[src/rtl/sync_fifo_param.sv]
// rtl/sync_fifo_param.sv - single-clock parameterised FIFO with registered read data
//
// Purpose:
//   Synchronous FIFO, DEPTH entries of WIDTH bits. A write is accepted when
//   w_en=1 and the FIFO is not full. A read is accepted when r_en=1 and the
//   FIFO is not empty. Read data is registered and appears on dout one cycle
//   after the accepting edge, and it holds its value otherwise. All status
//   flags are decoded combinationally from the occupancy counter.
//
// Parameters:
//   WIDTH     data word width (1..64)
//   DEPTH     number of entries, power of two (4..1024)
//   AF_LEVEL  almost_full asserted when count >= AF_LEVEL
//   AE_LEVEL  almost_empty asserted when count <= AE_LEVEL
//
// Ports:
//   clk           clock, rising edge
//   reset_n       asynchronous active-low reset
//   w_en, din     write request and write data
//   r_en          read request
//   dout          registered read data
//   full, empty, almost_full, almost_empty   status flags
//   count         occupancy, 0..DEPTH
//   clr_err       clear sticky error flags (SYNC_FIFO_ERR_EN only)
//   overflow      sticky: write attempted while full (SYNC_FIFO_ERR_EN only)
//   underflow     sticky: read attempted while empty (SYNC_FIFO_ERR_EN only)
//
// Build option:
//   Define SYNC_FIFO_ERR_EN to add clr_err/overflow/underflow. Without it,
//   rejected requests are dropped silently.

module sync_fifo_param #(
  parameter int WIDTH    = 8,
  parameter int DEPTH    = 16,
  parameter int AF_LEVEL = DEPTH - 2,
  parameter int AE_LEVEL = 2
) (
  input  logic                       clk,
  input  logic                       reset_n,
  input  logic                       w_en,
  input  logic [WIDTH-1:0]           din,
  input  logic                       r_en,
  output logic [WIDTH-1:0]           dout,
  output logic                       full,
  output logic                       empty,
  output logic                       almost_full,
  output logic                       almost_empty,
  output logic [$clog2(DEPTH+1)-1:0] count
`ifdef SYNC_FIFO_ERR_EN
  ,
  input  logic                       clr_err,
  output logic                       overflow,
  output logic                       underflow
`endif
);

  localparam int AW = $clog2(DEPTH);
  localparam int CW = $clog2(DEPTH + 1);

  localparam logic [CW-1:0] DEPTH_C = CW'(DEPTH);
  localparam logic [CW-1:0] AF_C    = CW'(AF_LEVEL);
  localparam logic [CW-1:0] AE_C    = CW'(AE_LEVEL);

  logic [WIDTH-1:0] mem [DEPTH];
  logic [AW-1:0]    w_ptr;
  logic [AW-1:0]    r_ptr;

  logic wr_acc;
  logic rd_acc;

  // Acceptance uses the flags as they stand before the edge. A write into a
  // full FIFO is refused even when a read drains an entry on the same edge,
  // and a read from an empty FIFO is refused even when a write lands.
  assign wr_acc = w_en & ~full;
  assign rd_acc = r_en & ~empty;

  assign full         = (count == DEPTH_C);
  assign empty        = (count == '0);
  assign almost_full  = (count >= AF_C);
  assign almost_empty = (count <= AE_C);

  // Storage has no reset. Entries become unreachable when the pointers and
  // count are cleared, so their contents do not matter.
  always_ff @(posedge clk) begin
    if (wr_acc) begin
      mem[w_ptr] <= din;
    end
  end

  // DEPTH is a power of two, so the pointers wrap from DEPTH-1 to 0 on
  // natural overflow.
  always_ff @(posedge clk or negedge reset_n) begin
    if (!reset_n) begin
      w_ptr <= '0;
    end else if (wr_acc) begin
      w_ptr <= w_ptr + AW'(1);
    end
  end

  always_ff @(posedge clk or negedge reset_n) begin
    if (!reset_n) begin
      r_ptr <= '0;
      dout  <= '0;
    end else if (rd_acc) begin
      r_ptr <= r_ptr + AW'(1);
      dout  <= mem[r_ptr];
    end
  end

  always_ff @(posedge clk or negedge reset_n) begin
    if (!reset_n) begin
      count <= '0;
    end else begin
      case ({wr_acc, rd_acc})
        2'b10:   count <= count + CW'(1);
        2'b01:   count <= count - CW'(1);
        default: count <= count;
      endcase
    end
  end

`ifdef SYNC_FIFO_ERR_EN
  // The error flags are sticky. A new error on the same edge as clr_err
  // wins, so the flag cannot miss an event that coincides with a clear.
  always_ff @(posedge clk or negedge reset_n) begin
    if (!reset_n) begin
      overflow  <= 1'b0;
      underflow <= 1'b0;
    end else begin
      if (w_en && full) begin
        overflow <= 1'b1;
      end else if (clr_err) begin
        overflow <= 1'b0;
      end
      if (r_en && empty) begin
        underflow <= 1'b1;
      end else if (clr_err) begin
        underflow <= 1'b0;
      end
    end
  end
`endif

endmodule

[config.mk]
export PLATFORM = sky130hd
export DESIGN_NAME = sync_fifo_param
export DESIGN_NICKNAME = d
export VERILOG_FILES = /design/src/rtl/sync_fifo_param.sv
export SDC_FILE = /design/constraint.sdc
export NUM_CORES = 1
export LEC_CHECK = 0
export BUFFER_PORTS_ARGS = -buffer_cell sky130_fd_sc_hd__buf_2
export CAP_MARGIN = 20
export CORE_MARGIN = 2
export CORE_UTILIZATION = 30
export CTS_CLUSTER_DIAMETER = 50
export DETAILED_ROUTE_END_ITERATION = 10
export GPL_ROUTABILITY_DRIVEN = 0
export MAX_ROUTING_LAYER = met4
export PLACE_DENSITY_LB_ADDON = 0.1
export RECOVER_POWER = 50
export SLEW_MARGIN = 20
export SYNTH_ARGS = -nofsm -noshare
export SYNTH_HDL_FRONTEND = slang
export SYNTH_SLANG_ARGS = --single-unit
export TNS_END_PERCENT = 100
[constraint.sdc]
create_clock -name clk -period 3.1 [get_ports clk]
set_input_delay 0.62 -clock clk [delete_from_list [all_inputs] [get_ports clk]]
set_output_delay 0.62 -clock clk [all_outputs]
set_load 0.02 [all_outputs]
Yosys cells after proc, flatten, opt, wreduce, memory -nomap -nowiden
Memory sizes are Yosys's and may differ from the RTL's. A register that Yosys moved wholly into a read port is not among the register bits.
Index checks and enable logic that the tools add are counted.
- flip-flop bits (word level): 13
- bits in writable memories: 128
- input bits: 12
- output and inout bits: 17
- logic and storage cells: 23
- memories kept: 1
- memories (name ; depth ; bits a word ; read ports ; clocked after memory_dff ; wr ports ; RTL line ; source):
    mem ; 16 ; 8 ; 1 ; 1 ; 1 ; 64 ; logic [WIDTH-1:0] mem [DEPTH];
- add/sub/neg operators: 4
- magnitude comparators: 2
- eq/ne operators: 3
- muxes and demuxes: 3
- bitwise operators: 4
- reduce and logical (&&, ||, !) cells: 3
- operators with widths (kind ; number):
    5-bit case mux with 2 select lines ; 1
    4-bit by 1-bit adder with 4-bit output, second input constant ; 2
    5-bit by 1-bit adder with 5-bit output, second input constant ; 1
    5-bit == test, second input constant ; 1
    5-bit by 4-bit greater-or-equal comparator with 1-bit output, second input constant ; 1
    5-bit by 2-bit less-or-equal comparator with 1-bit output, second input constant ; 1
    5-bit logical NOT ; 1
    5-bit by 1-bit subtractor with 5-bit output, second input constant ; 1
    1-bit AND ; 2
    2-bit by 1-bit == test with 1-bit output, second input constant ; 1
    2-bit == test, second input constant ; 1
    1-bit 2-to-1 mux ; 2
    1-bit NOT ; 2
    2-bit nonzero test ; 1
    1-bit logical NOT ; 1

Logic depth before layout (Yosys ltp)
Gate-level depths: netlist (run 1).
- word-level depth: 5
- gate-level depth with buffers: 13
- depth with buffers taken out: 12

Worst setup path before layout (run 1)
No wires, ideal clock.
- path type: register to register
- start point: register count[3]
- end point: register count[4]
- library setup time: 131 ps
- arrival: 2768 ps
- data required time: 2969 ps
- path slack: 201 ps
- cell stages (with the launch flop): 12
- path buffers: 0
- period minus slack after synthesis: 2899 ps
- cells stage by stage: dfrtp_1 -> or3_1 -> or3_1 -> nand2_2 -> inv_2 -> ha_1 -> ha_1 -> nor2b_1 -> o21ai_1 -> a21oi_1 -> or3b_1 -> xnor2_1
- longest elaborated chain between the ends: 5
- elaborated cells on any way between the ends: 12
- those cells by class: 2 x add/sub; 3 x eq/ne; 1 x mux; 4 x bitwise; 2 x reduce/logical
- ends and longest elaborated chain (item ; RTL line ; source):
    from (decl) ; 48 ; output logic [$clog2(DEPTH+1)-1:0] count
    from (signal assigned) ; 115 ; 2'b10: count <= count + CW'(1);
    from (signal assigned) ; 116 ; 2'b01: count <= count - CW'(1);
    from (signal assigned) ; 117 ; default: count <= count;
    5-bit logical NOT * ; 78 ; assign empty = (count == '0);
    1-bit NOT * ; 75 ; assign rd_acc = r_en & ~empty;
    1-bit AND * ; 75 ;
    net rd_acc ; 69 ; logic rd_acc;
    2-bit by 1-bit == test with 1-bit output or 2-bit == test (tied branches) ; 114 ; case ({wr_acc, rd_acc})
    5-bit case mux with 2 select lines or 2-bit nonzero test (tied branches) ; - ;
The timed path passes the listed nets; every way through them passes the cells marked *.
A chain may end at the register's enable or synchronous reset.

Worst setup path after layout (run 1)
Ends and elaborated chain as after synthesis.

==> results of run 1 <==
==> cell usage after synthesis, types with 2 or more instances <==
library cell and n:
sky130_fd_sc_hd__dfrtp_1 21, sky130_fd_sc_hd__nand2b_1 3, sky130_fd_sc_hd__buf_1 2, sky130_fd_sc_hd__clkbuf_1 5, sky130_fd_sc_hd__mux2i_1 8, sky130_fd_sc_hd__nand4_1 2, sky130_fd_sc_hd__inv_1 9, sky130_fd_sc_hd__o21ai_0 2
sky130_fd_sc_hd__nor2_1 12, sky130_fd_sc_hd__edfxtp_1 128, sky130_fd_sc_hd__nor3_1 4, sky130_fd_sc_hd__nand2_1 27, sky130_fd_sc_hd__o221ai_1 7, sky130_fd_sc_hd__o21ai_1 9, sky130_fd_sc_hd__xor2_1 2, sky130_fd_sc_hd__ha_1 9
sky130_fd_sc_hd__buf_2 7, sky130_fd_sc_hd__a21oi_1 3, sky130_fd_sc_hd__mux4_2 33, sky130_fd_sc_hd__or3_1 2, sky130_fd_sc_hd__xnor2_1 8
==> kinds of logic after synthesis <==
family,after synthesis,share of synthesized area [%]
flip-flops,149,73.5
AND/OR/NAND/NOR,57,4.29
multiplexers,42,14.0
buffers and inverters,26,1.98
AO/OA/AOI/OAI,23,2.48
XOR/XNOR,10,1.47
adder cells (fa/ha/maj),10,2.23
==> worst paths after layout <==
| path | endpoint | slack [ns] | cells after the start |
|---|---|---|---|
| setup / recovery | count[4]$_DFFE_PN0P_ | 0.21 | 11 |
| hold / removal | w_ptr[2]$_DFFE_PN0P_ | 0.45 | 1 |
| setup reg to reg | count[4]$_DFFE_PN0P_ | 0.21 | 11 |
| hold reg to reg | dout[1]$_DFFE_PN0P_ | 0.48 | 2 |
| max in group asynchronous | r_ptr[1]$_DFFE_PN0P_ | 1.81 | 1 |
| min in group clk | dout[1]$_DFFE_PN0P_ | 0.48 | 2 |
==> metal layers <==
layer	global-route usage, %	vias up
met5	-	-
met2	20.2	48
met3	3.29	12
met4	5.62	0
met1	18.2	1530
li1	-	1350
==> stage by stage <==
stage               cells  power (mW)  cell area [um2]
detailed placement    616        4.78             6500
global route          647        7.27             7120
CTS                   647        7.01             7140
finish                647        6.88             7120
global placement      616        4.77             6500
floorplan             317        4.11             5940
==> state kept, by name (all words and copies together), names as in the netlist <==
register and cells:
count 5, dout 8, mem 128, r_ptr 4, w_ptr 4
==> power groups by stage <==
stage / Clock (mW) / Combinational (mW) / Sequential [mW]
after detailed placement: 0 / 1.97 / 2.80
after floorplan: 0 / 1.36 / 2.76
after global routing: 2.34 / 2.11 / 2.81
final: 2.20 / 1.92 / 2.76
after global placement: 0 / 1.97 / 2.80
after CTS: 2.27 / 1.98 / 2.77
==> area by class of cell <==
cell class                      instances  area, um2
Sequential cell                       149       4370
Multi-Input combinational cell        142       1460
Clock inverter                         14        208
Clock buffer                           17        425
Inverter                               10       37.5
Tap cell                              265        332
Timing Repair Buffer                   50        288
Fill cell                            1832      12300
==> impl_summary.log, run 1 <==
INFO  metric yosysWarnings = 0
INFO  metric drt.antenna.violating_nets = 0
INFO  metric via_count_of_the_first_global_routing_pass = 3097
INFO  metric ys_seq_elements = 149
INFO  metric drc = 0
INFO  metric number_of_i_o_pins = 29
INFO  metric netlist_instances = 317
INFO  metric cpLargestDelayFamily = simple AND/OR/NAND/NOR gates
INFO  metric globalRouteTotalUtil = 13.6%
INFO  metric largest_net_degree_at_the_start_of_global_routing = 22
INFO  metric cts_setup_buffers = 0
INFO  metric initial_cell_density_of_the_core = 30.5%
INFO  metric synth_top_area_share = 64.7%
INFO  metric power.clock.fraction = 32.0%
INFO  metric hpwl = 7970 um
INFO  metric slowest_delay = 0.43 ns
INFO  metric detailroute.via_count = 2940
INFO  metric met3_wirelength = 453 um
INFO  metric path_clk_slew = 0.06 ns
INFO  metric route.detailed.wl_per_inst = 19.5 um
INFO  metric die_area = 0.0210 mm2
INFO  metric finalHoldWorstSlack = 0.448 ns
INFO  metric setup_total_negative_slack = 0 ns
INFO  metric final-hold-violation-count = 0
INFO  metric detail_route_met2_wl = 5890 um
INFO  metric endpoint_kind = flip-flop
INFO  metric post-synth-top-area-cell = sky130_fd_sc_hd__edfxtp_1
INFO  metric cts-buffers-inserted = 17
INFO  metric num_rows = 51
INFO  metric setup-violations-final = 0
INFO  metric grt_antenna_before_repair = 0
INFO  metric syn_avg_cell_area = 18.8 um2
INFO  metric clock_tree.root_cell = sky130_fd_sc_hd__clkbuf_16
INFO  metric cts_htree_levels = 4
INFO  metric worstPathArrival = 3.18 ns
INFO  metric yosysUniqueCellTypes = 35
INFO  metric cts_buffer_depth = 2
INFO  metric post-route-period-util = 93.2%
INFO  metric vias_per_cell = 4.54
INFO  metric start_kind = flip-flop
INFO  metric post-route-min-period = 2.89 ns
INFO  metric area_growth_syn_to_layout = 19.8%
INFO  metric mostFrequentLayoutCell = sky130_fd_sc_hd__edfxtp_1
INFO  metric placement.io_buffers = 28
INFO  metric worst-setup-path-type = reg2reg
INFO  metric result_of_the_run = complete, no violations
INFO  metric post_synth_main_area_contributors = sky130_fd_sc_hd__edfxtp_1 65%, sky130_fd_sc_hd__mux4_2 13%, sky130_fd_sc_hd__dfrtp_1 8.8%, sky130_fd_sc_hd__ha_1 1.9%, sky130_fd_sc_hd__nand2_1 1.7%
INFO  metric final_critical_path_setup_slack = 0.211 ns
INFO  metric critical_path_rt = 3.39 ns
INFO  metric finalNetCount = 392
INFO  metric fin_util = 36.6%
INFO  metric first_pass_iters = 4
INFO  metric synth_async_sr_flop_share = 14.1%
INFO  metric netlist_area = 0.00594 mm2
INFO  metric clk_latency = 0.42 ns
INFO  metric worstMarginPinSlew = 1.26 ns
INFO  metric crit_buf_inv = 1
INFO  metric synth_seq_area_share = 73.5%
INFO  metric sequentialPowerShare = 40.1%
INFO  metric leakage = 2.45 nW
INFO  metric ir_worst_vdd = 0.394 mV
INFO  metric worst_clock_skew = 0.0168 ns
INFO  metric power.density_cell_area = 966 mW/mm2
INFO  metric number_of_gates_resized_after_cts = 0
INFO  metric grt_first_pass_wirelength = 19500 um
INFO  metric pwr-share-comb = 27.9%
INFO  metric final_cell_mix = 128 x sky130_fd_sc_hd__edfxtp_1, 33 x sky130_fd_sc_hd__mux4_2, 27 x sky130_fd_sc_hd__nand2_1
INFO  metric net-switching-power = 2.10 mW
INFO  metric min_path_type = in2async
INFO  metric first_iter_violations = 233
INFO  metric globalRoute.totalOverflow = 0
INFO  metric p_sw_share = 30.6%
INFO  metric final_layout_size_suffix_gt1_share = 27.0%
INFO  metric most_frequently_used_flop_master_after_synthesis = sky130_fd_sc_hd__edfxtp_1
INFO  metric critical_path.cell_chain = or3_1 > or3_1 > nand2_2 > inv_2 > ha_1 > ha_1 > nor2b_1 > o21ai_1 > a21oi_1 > or3b_1 > xnor2_1
INFO  metric crit_slowest_cell = sky130_fd_sc_hd__dfrtp_1
INFO  metric timing.max_slew.rel_slack = 16.2%
INFO  metric drt-met1-wl = 6080 um
INFO  metric routed_wirelength = 12600 um
INFO  metric synth_enable_flop_cells = 128
INFO  metric area_of_the_core = 0.0195 mm2
INFO  metric drv_cap = 0
INFO  metric dieHeight = 145 um
INFO  metric die_width = 145 um
INFO  metric tritoncts_num_sinks = 149
INFO  metric critical_path.reg2reg.startpoint = count[3]$_DFFE_PN0P_
INFO  metric internal_power = 4.78 mW
INFO  metric cts_tree = yes
INFO  metric timing_max_transition_violations_final = 0
INFO  metric worstSetupStartpoint = count[3]$_DFFE_PN0P_
INFO  metric crit_fanout = 6
INFO  metric rsz0062_at_grt = no
INFO  metric cts.hold.buffers_added = 0
INFO  metric pre_cts_slack = 0.202 ns
INFO  metric antenna-diode-count = 0
INFO  metric top_layer = met4
INFO  metric max_freq = 0.346 GHz
INFO  metric synth.net_count = 339
(Power assumes the default switching activity.)
==> run 2: changes to the inputs <==
--- a/config.mk
+++ b/config.mk
@@ -5,6 +5,7 @@
 export SDC_FILE = /design/constraint.sdc
 export NUM_CORES = 1
 export LEC_CHECK = 0
+export ABC_AREA = 1
 export BUFFER_PORTS_ARGS = -buffer_cell sky130_fd_sc_hd__buf_2
 export CAP_MARGIN = 20
 export CORE_MARGIN = 2
==> run 2 against run 1 <==
  * Power is 3.6% higher
  * Critical path depth up 3
  * Worst hold slack lost 0.0016 ns
  * Final cell count increased by 52%
  * Cell area is 7.0% higher
  * Critical path type unchanged
==> impl_summary.log, run 2 <==
INFO  metric result_of_the_run = complete, no violations (unchanged)
INFO  metric post_synth_main_area_contributors = sky130_fd_sc_hd__edfxtp_1 58%, sky130_fd_sc_hd__nand2_1 12%, sky130_fd_sc_hd__dfrtp_1 7.9%, sky130_fd_sc_hd__nand3_1 7.5%, sky130_fd_sc_hd__inv_1 6.5% (was sky130_fd_sc_hd__edfxtp_1 65%, sky130_fd_sc_hd__mux4_2 13%, sky130_fd_sc_hd__dfrtp_1 8.8%, sky130_fd_sc_hd__ha_1 1.9%, sky130_fd_sc_hd__nand2_1 1.7%)
INFO  metric final_design_area_no_fill = 0.00761 mm2 (was 0.00712 mm2)
INFO  metric final-hold-violation-count = 0 (unchanged)
INFO  metric die_area = 0.0234 mm2 (was 0.0210 mm2)
INFO  metric post-route-period-util = 82.8% (was 93.2%)
INFO  metric netlist_instances = 664 (was 317)
INFO  metric route.detailed.wl_per_inst = 16.5 um (was 19.5 um)
INFO  metric worstSetupStartpoint = count[1]$_DFFE_PN0P_ (was count[3]$_DFFE_PN0P_)
INFO  metric die_width = 153 um (was 145 um)
INFO  metric antenna-diode-count = 0 (unchanged)
INFO  metric finalHoldWorstSlack = 0.446 ns (was 0.448 ns)
INFO  metric worstMarginPinSlew = 1.24 ns (was 1.26 ns)
INFO  metric yosysUniqueCellTypes = 24 (was 35)
INFO  metric cts_buffer_depth = 2 (unchanged)
INFO  metric synth.net_count = 686 (was 339)
INFO  metric power = 7.13 mW (was 6.88 mW)
INFO  metric multiInputGateArea = 0.00168 mm2 (was 0.00146 mm2)
INFO  metric tritoncts_num_sinks = 149 (unchanged)
INFO  metric cts.hold.buffers_added = 0 (unchanged)
INFO  metric cts-buffers-inserted = 17 (unchanged)
INFO  metric synth_seq_area_share = 65.7% (was 73.5%)
INFO  metric first_pass_iters = 5 (was 4)
INFO  metric timing_max_transition_violations_final = 0 (unchanged)
INFO  metric power.density_cell_area = 936 mW/mm2 (was 966 mW/mm2)
INFO  metric globalRouteTotalUtil = 15.2% (was 13.6%)
INFO  metric detailroute.via_count = 4335 (was 2940)
INFO  metric cts_tree = yes (unchanged)
INFO  metric netlist_area = 0.00666 mm2 (was 0.00594 mm2)
INFO  metric timing.max_slew.rel_slack = 17.3% (was 16.2%)
INFO  metric drt.antenna.violating_nets = 0 (unchanged)
INFO  metric yosysWarnings = 0 (unchanged)
INFO  metric worst_clock_skew = 0.00997 ns (was 0.0168 ns)
INFO  metric number_of_i_o_pins = 29 (unchanged)
INFO  metric globalRoute.totalOverflow = 0 (unchanged)
INFO  metric synth_enable_flop_cells = 128 (unchanged)
INFO  metric number_of_gates_resized_after_cts = 0 (unchanged)
INFO  metric ir_worst_vdd = 0.507 mV (was 0.394 mV)
INFO  metric num_rows = 54 (was 51)
INFO  metric seq_area = 0.00437 mm2 (unchanged)
INFO  metric critical_path_rt = 3.41 ns (was 3.39 ns)
INFO  metric rsz0062_at_grt = no (unchanged)
INFO  metric post-route-min-period = 2.57 ns (was 2.89 ns)
INFO  metric area_of_the_core = 0.0218 mm2 (was 0.0195 mm2)
INFO  metric syn_avg_cell_area = 10.0 um2 (was 18.8 um2)
INFO  metric most_frequently_used_flop_master_after_synthesis = sky130_fd_sc_hd__edfxtp_1 (unchanged)
INFO  metric vias_per_cell = 4.41 (was 4.54)
INFO  metric top_flop_regs = mem (128), dout (8), count (5) (unchanged)
INFO  metric hpwl = 10700 um (was 7970 um)
INFO  metric finalNetCount = 713 (was 392)
INFO  metric fin_util = 34.9% (was 36.6%)
INFO  metric clock_tree.root_cell = sky130_fd_sc_hd__clkbuf_16 (unchanged)
INFO  metric post_dp_cell_area = 0.00705 mm2 (was 0.00650 mm2)
INFO  metric clk_latency = 0.42 ns (about the same)
INFO  metric drv_cap = 0 (unchanged)
INFO  metric ys_seq_elements = 149 (unchanged)
INFO  metric endpoint_kind = flip-flop (unchanged)
INFO  metric initial_cell_density_of_the_core = 30.5% (about the same)
INFO  metric drc = 0 (unchanged)
INFO  metric max_flop_register = mem (unchanged)
INFO  metric via_count_of_the_first_global_routing_pass = 4446 (was 3097)
INFO  metric yosys-top-cells-count = 218 x sky130_fd_sc_hd__nand2_1, 128 x sky130_fd_sc_hd__edfxtp_1, 115 x sky130_fd_sc_hd__inv_1 (was 128 x sky130_fd_sc_hd__edfxtp_1, 33 x sky130_fd_sc_hd__mux4_2, 27 x sky130_fd_sc_hd__nand2_1)
INFO  metric largest_reg_flops = 128 (unchanged)
INFO  metric cts_setup_buffers = 0 (unchanged)
INFO  metric cts_htree_levels = 4 (unchanged)
INFO  metric start_kind = flip-flop (unchanged)
INFO  metric pre_cts_slack = 0.636 ns (was 0.202 ns)
INFO  metric grt_antenna_before_repair = 0 (unchanged)
INFO  metric setup_total_negative_slack = 0 ns (unchanged)
INFO  metric first_iter_violations = 329 (was 233)
INFO  metric post-synth-top-area-cell = sky130_fd_sc_hd__edfxtp_1 (unchanged)
INFO  metric nFillCells = 2245 (was 1832)
INFO  metric final_cell_count_no_fill = 984 (was 647)
INFO  metric critical_path.reg2reg.startpoint = count[1]$_DFFE_PN0P_ (was count[3]$_DFFE_PN0P_)
INFO  metric synth_top_area_share = 57.8% (was 64.7%)
INFO  metric leakage = 3.33 nW (was 2.45 nW)
INFO  metric placement.io_buffers = 28 (unchanged)
INFO  metric worstPathArrival = 2.88 ns (was 3.18 ns)
INFO  metric dieHeight = 153 um (was 145 um)
INFO  metric routed_wirelength = 16200 um (was 12600 um)
INFO  metric grt_first_pass_wirelength = 25800 um (was 19500 um)
INFO  metric setup-violations-final = 0 (unchanged)
INFO  metric path_clk_slew = 0.06 ns (about the same)
INFO  metric final_critical_path_setup_slack = 0.532 ns (was 0.211 ns)
INFO  metric largest_net_degree_at_the_start_of_global_routing = 67 (was 22)
INFO  metric synth_async_sr_flop_share = 14.1% (unchanged)
INFO  metric final_cell_mix = 219 x sky130_fd_sc_hd__nand2_1, 128 x sky130_fd_sc_hd__edfxtp_1, 115 x sky130_fd_sc_hd__inv_1 (was 128 x sky130_fd_sc_hd__edfxtp_1, 33 x sky130_fd_sc_hd__mux4_2, 27 x sky130_fd_sc_hd__nand2_1)
INFO  metric crit_fanout = 14 (was 6)
INFO  metric dp.cells = 952 (was 616)
INFO  metric max_freq = 0.389 GHz (was 0.346 GHz)
INFO  metric area_growth_syn_to_layout = 14.4% (was 19.8%)
INFO  metric mostFrequentLayoutCell = sky130_fd_sc_hd__nand2_1 (was sky130_fd_sc_hd__edfxtp_1)
INFO  metric worst-setup-path-type = reg2reg (unchanged)
INFO  metric final_layout_size_suffix_gt1_share = 7.81% (was 27.0%)
INFO  metric min_path_type = in2async (unchanged)
INFO  metric most_common_cell_in_the_netlist = sky130_fd_sc_hd__nand2_1 (was sky130_fd_sc_hd__edfxtp_1)
==> run 2: cell count changes after synthesis, sizes merged, moves of 6 or more <==
cell,delta
nand2,+191
mux2i,-8
buf,+15
xnor2,-6
nor2,+8
o221ai,-7
nand3,+99
mux4,-33
inv,+107
o21ai,-6
==> run 2: final timing paths <==
kind	end	slack, ns	cells past startpoint
worst max-delay path	count[4]$_DFFE_PN0P_	0.53	14
worst min-delay path	count[0]$_DFFE_PN0P_	0.45	1
worst max register to register	count[4]$_DFFE_PN0P_	0.53	14
worst min register to register	dout[1]$_DFFE_PN0P_	0.48	2
max in group asynchronous	r_ptr[0]$_DFFE_PN0P_	1.84	1
min in group clk	dout[1]$_DFFE_PN0P_	0.48	2
==> run 2: logic make-up after synthesis <==
group	share of synthesized area [%]
buffers and inverters	9.10
xor gates and xnor gates	1.18
AOI/OAI and AO/OA	0.808
DFF	65.7
and+or+nand+nor	21.3
adders and majority gates	1.99
==> run 2: power breakdown <==
part / internal, mW / switching (mW) / total (mW)
Clock: 1.25 / 0.804 / 2.06
Sequential: 2.48 / 0.163 / 2.65
Combinational: 0.703 / 1.72 / 2.42
Total: 4.44 / 2.69 / 7.13
==> run 2: layout make-up <==
type                       instances  share of cell area (%)
inverter                         119                    5.87
clock inverter                    15                    2.15
tap                              280                    4.60
timing repair buffer              34                    2.40
clock buffer                      17                    5.59
sequential                       149                    57.4
multi-input combinational        370                    22.0
==> run 2: worst max-delay path, cell delays in order, from the launching register on <==
cell                      delay (ns)
sky130_fd_sc_hd__dfrtp_1        0.44
sky130_fd_sc_hd__inv_1          0.12
sky130_fd_sc_hd__nand4_1        0.12
sky130_fd_sc_hd__nand2_1        0.24
sky130_fd_sc_hd__inv_2          0.27
sky130_fd_sc_hd__ha_1           0.31
sky130_fd_sc_hd__inv_1          0.08
sky130_fd_sc_hd__fa_1           0.39
sky130_fd_sc_hd__inv_1          0.06
sky130_fd_sc_hd__nand2_1        0.06
sky130_fd_sc_hd__nand2_1        0.06
sky130_fd_sc_hd__a21oi_1        0.07
sky130_fd_sc_hd__xor2_1         0.14
sky130_fd_sc_hd__nand2_1        0.06
sky130_fd_sc_hd__nand2_1        0.05
==> run 2: routing by layer <==
layer | part of all wire (%) | wire length, um | global-route usage (%) | up-vias
met5 | 0 | 0 | - | -
met4 | 1.8 | 286 | 4.98 | 0
met3 | 2.8 | 455 | 2.55 | 22
met2 | 50 | 8030 | 25.2 | 70
met1 | 46 | 7420 | 18.9 | 2072
li1 | - | - | - | 2171
==> run 3: changes to the inputs <==
==> constraint.sdc (replaced) <==
create_clock -name clk -period 2.7 [get_ports clk]
set_input_delay 0.54 -clock clk [delete_from_list [all_inputs] [get_ports clk]]
set_output_delay 0.54 -clock clk [all_outputs]
set_load 0.02 [all_outputs]
==> run 3 against run 2 <==
  * Utilization rose by 0.66 points
  * Fmax is 11% higher
  * Die area stayed put
  * Sequential power increased by 14%
  * Routed wire length fell by 0.93%
  * Largest cell class unchanged
==> impl_summary.log, run 3 (synthesis gave the netlist of run 2 again) <==
INFO  metric globalRouteTotalUtil = 14.9% (was 15.2%)
INFO  metric p_sw_share = 36.2% (was 37.7%)
INFO  metric critical_path_rt = 3.02 ns (was 3.41 ns)
INFO  metric post-route-min-period = 2.32 ns (was 2.57 ns)
INFO  metric sequentialPowerShare = 35.7% (was 37.1%)
INFO  metric result_of_the_run = complete, no violations (unchanged)
INFO  metric cts-buffers-inserted = 17 (unchanged)
INFO  metric first_pass_iters = 5 (unchanged)
INFO  metric final-hold-violation-count = 0 (unchanged)
INFO  metric cts_setup_buffers = 0 (unchanged)
INFO  metric largest_net_degree_at_the_start_of_global_routing = 67 (unchanged)
INFO  metric number_of_gates_resized_after_cts = 0 (unchanged)
INFO  metric clock_tree.root_cell = sky130_fd_sc_hd__clkbuf_16 (unchanged)
INFO  metric detailroute.via_count = 4350 (was 4335)
INFO  metric final_layout_size_suffix_gt1_share = 8.98% (was 7.81%)
INFO  metric nFillCells = 2212 (was 2245)
INFO  metric final_cell_count_no_fill = 993 (was 984)
INFO  metric drt.antenna.violating_nets = 0 (unchanged)
INFO  metric crit_fanout = 5 (was 14)
INFO  metric post-route-period-util = 86.0% (was 82.8%)
INFO  metric routed_wirelength = 16000 um (was 16200 um)
INFO  metric rsz0062_at_grt = no (unchanged)
INFO  metric die_width = 153 um (unchanged)
INFO  metric timing_max_transition_violations_final = 0 (unchanged)
INFO  metric power.density_cell_area = 1090 mW/mm2 (was 936 mW/mm2)
INFO  metric die_area = 0.0234 mm2 (unchanged)
INFO  metric fin_util = 35.6% (was 34.9%)
INFO  metric top_flop_regs = mem (128), dout (8), count (5) (unchanged)
INFO  metric cts.hold.buffers_added = 0 (unchanged)
INFO  metric power.clock.fraction = 31.3% (was 28.9%)
INFO  metric largest_reg_flops = 128 (unchanged)
INFO  metric cts_htree_levels = 4 (unchanged)
INFO  metric dp.cells = 962 (was 952)
INFO  metric grt_antenna_before_repair = 0 (unchanged)
INFO  metric drv_cap = 0 (unchanged)
INFO  metric number_of_i_o_pins = 29 (unchanged)
INFO  metric endpoint_kind = flip-flop (unchanged)
INFO  metric final_cell_mix = 218 x sky130_fd_sc_hd__nand2_1, 128 x sky130_fd_sc_hd__edfxtp_1, 115 x sky130_fd_sc_hd__inv_1 (was 219 x sky130_fd_sc_hd__nand2_1, 128 x sky130_fd_sc_hd__edfxtp_1, 115 x sky130_fd_sc_hd__inv_1)
INFO  metric num_rows = 54 (unchanged)
INFO  metric first_iter_violations = 286 (was 329)
INFO  metric mostFrequentLayoutCell = sky130_fd_sc_hd__nand2_1 (unchanged)
INFO  metric globalRoute.totalOverflow = 0 (unchanged)
INFO  metric clk_latency = 0.43 ns (was 0.42 ns)
INFO  metric worst_clock_skew = 0.00715 ns (was 0.00997 ns)
INFO  metric start_kind = flip-flop (unchanged)
INFO  metric vias_per_cell = 4.38 (was 4.41)
INFO  metric worstMarginPinSlew = 1.22 ns (was 1.24 ns)
INFO  metric timing.max_slew.rel_slack = 18.6% (was 17.3%)
INFO  metric setup-violations-final = 0 (unchanged)
INFO  metric worst-setup-path-type = reg2reg (unchanged)
INFO  metric ir_worst_vdd = 0.545 mV (was 0.507 mV)
INFO  metric power = 8.49 mW (was 7.13 mW)
INFO  metric cts_buffer_depth = 2 (unchanged)
INFO  metric min_path_type = in2async (unchanged)
INFO  metric hpwl = 10800 um (was 10700 um)
INFO  metric area_of_the_core = 0.0218 mm2 (unchanged)
INFO  metric net-switching-power = 3.07 mW (was 2.69 mW)
INFO  metric leakage = 3.42 nW (was 3.33 nW)
INFO  metric via_count_of_the_first_global_routing_pass = 4375 (was 4446)
INFO  metric path_clk_slew = 0.06 ns (about the same)
INFO  metric worstPathArrival = 2.64 ns (was 2.88 ns)
INFO  metric max_freq = 0.431 GHz (was 0.389 GHz)
INFO  metric area_growth_syn_to_layout = 16.6% (was 14.4%)
INFO  metric internal_power = 5.42 mW (was 4.44 mW)
INFO  metric initial_cell_density_of_the_core = 30.5% (unchanged)
INFO  metric tritoncts_num_sinks = 149 (unchanged)
INFO  metric antenna-diode-count = 0 (unchanged)
INFO  metric finalNetCount = 723 (was 713)
INFO  metric cts_tree = yes (unchanged)
INFO  metric placement.io_buffers = 28 (unchanged)
INFO  metric setup_total_negative_slack = 0 ns (unchanged)
INFO  metric pwr-share-comb = 33.1% (was 34.0%)
INFO  metric dieHeight = 153 um (unchanged)
INFO  metric drc = 0 (unchanged)
INFO  metric route.detailed.wl_per_inst = 16.2 um (was 16.5 um)
INFO  metric grt_first_pass_wirelength = 25400 um (was 25800 um)
INFO  metric max_flop_register = mem (unchanged)
## run 3: worst max-delay path, cell delays in order (launching register included)
cell and delay [ns]:
sky130_fd_sc_hd__dfrtp_1 0.43, sky130_fd_sc_hd__nor2_1 0.21, sky130_fd_sc_hd__nand4_1 0.15, sky130_fd_sc_hd__nand2_1 0.19, sky130_fd_sc_hd__ha_1 0.29, sky130_fd_sc_hd__inv_1 0.08, sky130_fd_sc_hd__fa_1 0.39, sky130_fd_sc_hd__inv_1 0.07
sky130_fd_sc_hd__nand2_1 0.06, sky130_fd_sc_hd__nand2_1 0.06, sky130_fd_sc_hd__a21oi_1 0.06, sky130_fd_sc_hd__xor2_1 0.14, sky130_fd_sc_hd__nand2_1 0.06, sky130_fd_sc_hd__nand2_1 0.04
## run 3: layer usage
metal	up-vias	routed length (um)	GRT usage (%)	part of all wire [%]
met5	-	0	-	0
met4	0	277	4.85	1.7
met2	73	7810	23.9	49
met3	17	594	2.98	3.7
met1	2066	7370	19.2	46
li1	2194	-	-	-
## run 3: final cells by class
| class | instances | area [um2] | share of cell area, % |
|---|---|---|---|
| clock buffers | 17 | 425 | 5.48 |
| multi-input cells | 370 | 1680 | 21.6 |
| repair buffers | 44 | 258 | 3.32 |
| well taps | 280 | 350 | 4.51 |
| flip-flops and latches | 149 | 4370 | 56.3 |
| clock inverters | 14 | 231 | 2.98 |
| inverters | 119 | 447 | 5.76 |
## run 3: power by group through the flow
stage               Combinational, mW  Sequential (mW)  Clock [mW]
floorplan                        1.89             3.15           0
global placement                 2.86             3.07           0
detailed placement               2.87             3.07           0
CTS                              2.89             3.03        2.70
global route                     3.18             3.07        2.81
finish                           2.81             3.03        2.65
## run 3: worst paths after layout
| kind | from | to | slack [ns] | cells after the start |
|---|---|---|---|---|
| max in group asynchronous | reset_n | r_ptr[0]$_DFFE_PN0P_ | 1.54 | 1 |
| hold / removal | reset_n | dout[7]$_DFFE_PN0P_ | 0.35 | 1 |
| hold reg to reg | dout[5]$_DFFE_PN0P_ | dout[5]$_DFFE_PN0P_ | 0.48 | 2 |
| min in group clk | dout[5]$_DFFE_PN0P_ | dout[5]$_DFFE_PN0P_ | 0.48 | 2 |
| setup / recovery | count[3]$_DFFE_PN0P_ | count[4]$_DFFE_PN0P_ | 0.38 | 13 |
| setup reg to reg | count[3]$_DFFE_PN0P_ | count[4]$_DFFE_PN0P_ | 0.38 | 13 |
## run 3: per-stage QoR
step,worst slack [ns],area (um2),hold WS (ns)
2_1_floorplan,0.362,6660,0.244
6_report,0.377,7760,0.354
4_1_cts,0.415,7780,0.0871
5_1_grt,0.118,7760,0.454
3_5_place_dp,0.416,7120,0.460
3_3_place_gp,0.438,7120,0.469
